### config.mk
export PLATFORM = sky130hd
export DESIGN_NAME = cbus_arbiter
export DESIGN_NICKNAME = d
export VERILOG_FILES = /design/src/rtl/cbus_arbiter.sv
export SDC_FILE = /design/constraint.sdc
export NUM_CORES = 1
export LEC_CHECK = 0
export ABC_AREA = 0
export ABC_CLOCK_PERIOD_IN_PS = 2500
export BUFFER_PORTS_ARGS = -buffer_cell sky130_fd_sc_hd__buf_2
export CORE_AREA = 2 2 253 255
export CTS_BUF_LIST = sky130_fd_sc_hd__clkbuf_2
export CTS_CLUSTER_DIAMETER = 150
export DETAILED_ROUTE_END_ITERATION = 10
export DIE_AREA = 0 0 255 257
export GPL_TIMING_DRIVEN = 0
export PLACE_DENSITY = 0.32
export SLEW_MARGIN = 20
export SYNTH_ARGS = -nofsm -noshare
export SYNTH_HDL_FRONTEND = slang
export SYNTH_SLANG_ARGS = --single-unit
### constraint.sdc
create_clock -name clk -period 2.5 [get_ports clk]
set_clock_uncertainty 0.05 [all_clocks]
set_input_delay 0.5 -clock clk [delete_from_list [all_inputs] [get_ports clk]]
set_output_delay 0.5 -clock clk [all_outputs]
set_load 0.03 [all_outputs]
### src/rtl/cbus_arbiter.sv
// Cache-bus arbiter: shares one cbus port between NUM_INPUTS masters and holds
// each grant until the final response beat (ready && last).
package cbus_pkg;
    typedef struct packed {
        logic        valid;
        logic        is_write;
        logic [2:0]  size;
        logic [63:0] addr;
        logic [7:0]  strobe;
        logic [63:0] data;
        logic [7:0]  len;
        logic [1:0]  burst;
    } cbus_req_t;

    typedef struct packed {
        logic        ready;
        logic        last;
        logic [63:0] data;
    } cbus_resp_t;
endpackage

module cbus_arbiter
    import cbus_pkg::*;
#(
    parameter int NUM_INPUTS     = 2,
    parameter bit FIXED_PRIORITY = 1'b0
) (
    input  logic       clk,
    input  logic       reset,
    input  cbus_req_t  ireqs  [NUM_INPUTS],
    output cbus_resp_t iresps [NUM_INPUTS],
    output cbus_req_t  oreq,
    input  cbus_resp_t oresp
);

    localparam int IDX_W = (NUM_INPUTS > 1) ? $clog2(NUM_INPUTS) : 1;
    typedef logic [IDX_W-1:0] idx_t;

    typedef enum logic {IDLE, BUSY} state_e;

    state_e state_q, state_d;
    idx_t   index_q, index_d;
    idx_t   lastIndex_q, lastIndex_d;
    idx_t   winner;
    idx_t   candIdx;
    logic   anyValid;
    int     cand;

    // Round-robin scans upward from the master after the previous owner.
    always_comb begin
        anyValid = 1'b0;
        winner   = '0;
        candIdx  = '0;
        cand     = 0;
        if (FIXED_PRIORITY) begin
            for (int i = NUM_INPUTS - 1; i >= 0; i--) begin
                candIdx = idx_t'(i);
                if (ireqs[candIdx].valid) begin
                    anyValid = 1'b1;
                    winner   = candIdx;
                end
            end
        end else begin
            for (int k = 1; k <= NUM_INPUTS; k++) begin
                cand    = (int'(lastIndex_q) + k) % NUM_INPUTS;
                candIdx = idx_t'(cand);
                if (!anyValid && ireqs[candIdx].valid) begin
                    anyValid = 1'b1;
                    winner   = candIdx;
                end
            end
        end
    end

    always_comb begin
        state_d     = state_q;
        index_d     = index_q;
        lastIndex_d = lastIndex_q;
        oreq        = '0;
        iresps      = '{default: '0};
        case (state_q)
            IDLE: begin
                if (anyValid) begin
                    state_d = BUSY;
                    index_d = winner;
                end
            end
            BUSY: begin
                oreq            = ireqs[index_q];
                iresps[index_q] = oresp;
                if (oresp.ready && oresp.last) begin
                    state_d     = IDLE;
                    lastIndex_d = index_q;
                end
            end
            default: state_d = IDLE;
        endcase
    end

    // Last index resets to the top master so master 0 wins the first pick.
    always_ff @(posedge clk or posedge reset) begin
        if (reset) begin
            state_q     <= IDLE;
            index_q     <= '0;
            lastIndex_q <= idx_t'(NUM_INPUTS - 1);
        end else begin
            state_q     <= state_d;
            index_q     <= index_d;
            lastIndex_q <= lastIndex_d;
        end
    end

    logic [NUM_INPUTS-1:0] readyVec;
    for (genvar g = 0; g < NUM_INPUTS; g++) begin : gReady
        assign readyVec[g] = iresps[g].ready;
    end

    assert property (@(posedge clk) disable iff (reset) $onehot0(readyVec));
    assert property (@(posedge clk) disable iff (reset) (state_q == IDLE) |-> !oreq.valid);

endmodule
==> impl_metrics.yaml <==
clocking:
  cts_root_buf: "clkbuf_2"
  cts_setup_buffers: 0
  path_clk_slew_ns: 0.04
  cts_tree: "yes"
  clk_latency_ns: 0.21
  cts_buffers: 3
  holdBufCountCts: 0
  cts_buffer_depth: 2
  cts_num_sinks: 3
  htreeDepth: 1
critical_path:
  r2r_start: "index_q"
  r2r_slack_ns: 1.25
  worstPathRequired_ns: 1.95
  worstRegToRegCells: 4
  critPathCaptureType: "output pin"
  worst-endpoint-arrival_ns: 1.81
  startpoint: "index_q"
  crit_type: "flop to output pin"
  cp-start-kind: "flop"
  crit_fanout: 10
layout:
  final_cells: 2006
  drive_gt1_frac: 0.607
  final_area_um2: 7920
  area_growth_pct: 122
  nets: 1529
  final_util: 0.126
detailed_routing:
  vias_per_cell: 3.06
  postRouteAntennaNets: 0
  wl_mm: 27.1
  wl_per_cell_um: 13.5
  drt_drc_violations_left: 0
  vias: 6147
  drt-initial-drc-count: 135
  drtPass1Iterations: 4
yosys:
  synth_seq_cells: 3
  synthesis.area_um2: 3570
  yosysTopAreaCell: "mux2i_1"
  synth-warning-count: 0
  synthDistinctLibCells: 22
  ys.flop_type: "dfrtp_1"
  async_flop_share: 1.00
  ys_seq_area_frac: 0.0214
  synth.top_cells.by_count: "mux2i_1, nor2_1, and2_1, and3_1, clkbuf_1"
  netlist_instances: 502
  yosys-top-cells-area: "mux2i_1, nor2_1, and2_1"
  syn-num-nets: 872
  yosys.area.top_type_share: 0.424
  syn_avg_cell_area_um2: 7.11
  synth_edf_count: 0
floorplanning:
  fp-row-count: 92
  ios: 653
  core-area_um2: 62700
  dieHeight_um: 257
  dieWidth_um: 255
  dieArea_um2: 65500
  start_util: 0.0569
placement:
  gp_congestion: 0.881
  place_hpwl_mm: 24.5
  io_buffers: 652
  place_area_um2: 7890
  dp_slack_ns: 0.00784
  place.detailed.instances: 2000
hold_path:
  hold_class: "primary input to asynchronous set/reset pin"
pwr:
  p_int_mw: 1.89
  pwr-share-seq: 0.014
  swShare: 0.632
  p_leak_nw: 4.84
  switchingPower_mw: 3.25
  total_power_mw: 5.14
  powerDensity_nw_per_um2: 648
  vdd_drop_max_uv: 214
  combPwrFrac: 0.973
  p_clk_frac: 0.013
global_routing:
  grt_overflow_total: 0
  track_usage: 0.0728
  grt_max_degree: 11
  grt_pass1_vias: 6194
  grt_pass1_wl_mm: 35.9
  grt_antenna_before_repair: 4
status:
  status: "complete, no violations"
sta:
  worst_hold_slack_ns: 0.106
  rsz0062_at_grt: "false"
  max_freq_mhz: 423
  slew_headroom: 0.642
  period_share: 0.946
  setup_tns_ns: 0
  hold_violations: 0
  period_needed_ns: 2.36
  setup_violations: 0
  tightest_slew_ns: 0.522
  worst_slack_ns: 0.136
  finalMaxSlewViolations: 0
run:
  cap_violations: 0
## power groups by stage
stage	sequential (mW)	combinational, mW	clock (mW)
global route	0.0735	5.33	0.0790
floorplan	0.0717	3.51	0
finish	0.0722	5.00	0.0677
detailed placement	0.0729	5.05	0
CTS	0.0725	5.07	0.0724
global placement	0.0737	5.07	0
## routing by layer
metal	vias up	wire [um]	track usage
met3	36	1670	0.00769
li1	3003	-	-
met2	390	14200	0.145
met5	-	0	0
met1	2718	10200	0.0767
met4	0	1010	0.0271
## flip-flops by register name, summed over array words and instances (netlist names)
signal	flops
index_q	1
lastIndex_q	1
state_q	1
## area by class of cell
type                            instances  area, um^2
Fill cell                            7341       54800
Timing Repair Buffer                  652        3260
Multi-Input combinational cell        441        2960
Tap cell                              846        1060
Buffer                                 56         531
Sequential cell                         3        76.3
Clock buffer                            4        20.0
Inverter                                2        7.51
Antenna cell                            2        5.00
## critical path, stage by stage, from the launching register on
cell	delay [ns]
dfrtp_1	0.34
buf_6	0.14
buf_12	0.18
buf_12	0.17
mux2i_1	0.48
nor2_1	0.08
buf_2	0.20
## layout by cell type, fill, tap and decap left out
cell        n
nor2b_4     1
mux2i_1   151
diode_2     2
nand3_1     1
inv_1       1
inv_2       1
nor2_1    151
buf_6       9
buf_12     10
and2_1     66
buf_4       4
clkbuf_2    9
dfrtp_1     2
buf_2     662
buf_8       5
a32o_1      1
clkbuf_1   13
nand2b_1    1
and3_1     66
o31a_1      1
nand2_1     1
mux2_2      1
dfstp_2     1
## cells by family after synthesis
family                 Yosys count  share of synthesized area
multiplexers                   152                      0.427
AND/OR/NAND/NOR                287                      0.398
flip-flops                       3                     0.0214
buffers and inverters           58                      0.148
AO/OA/AOI/OAI                    2                    0.00526
## repair_timing
action	CTS	global route
cloned	0	0
resized for setup	2	1
endpoints found under the setup margin	80	25
## path summary, 6_finish.rpt
kind                               end
max in group asynchronous  lastIndex_q
max                           oreq[57]
min reg2reg                    index_q
max reg2reg                lastIndex_q
min                            state_q
min in group clk               state_q
Power figures use the tool's default switching activity.
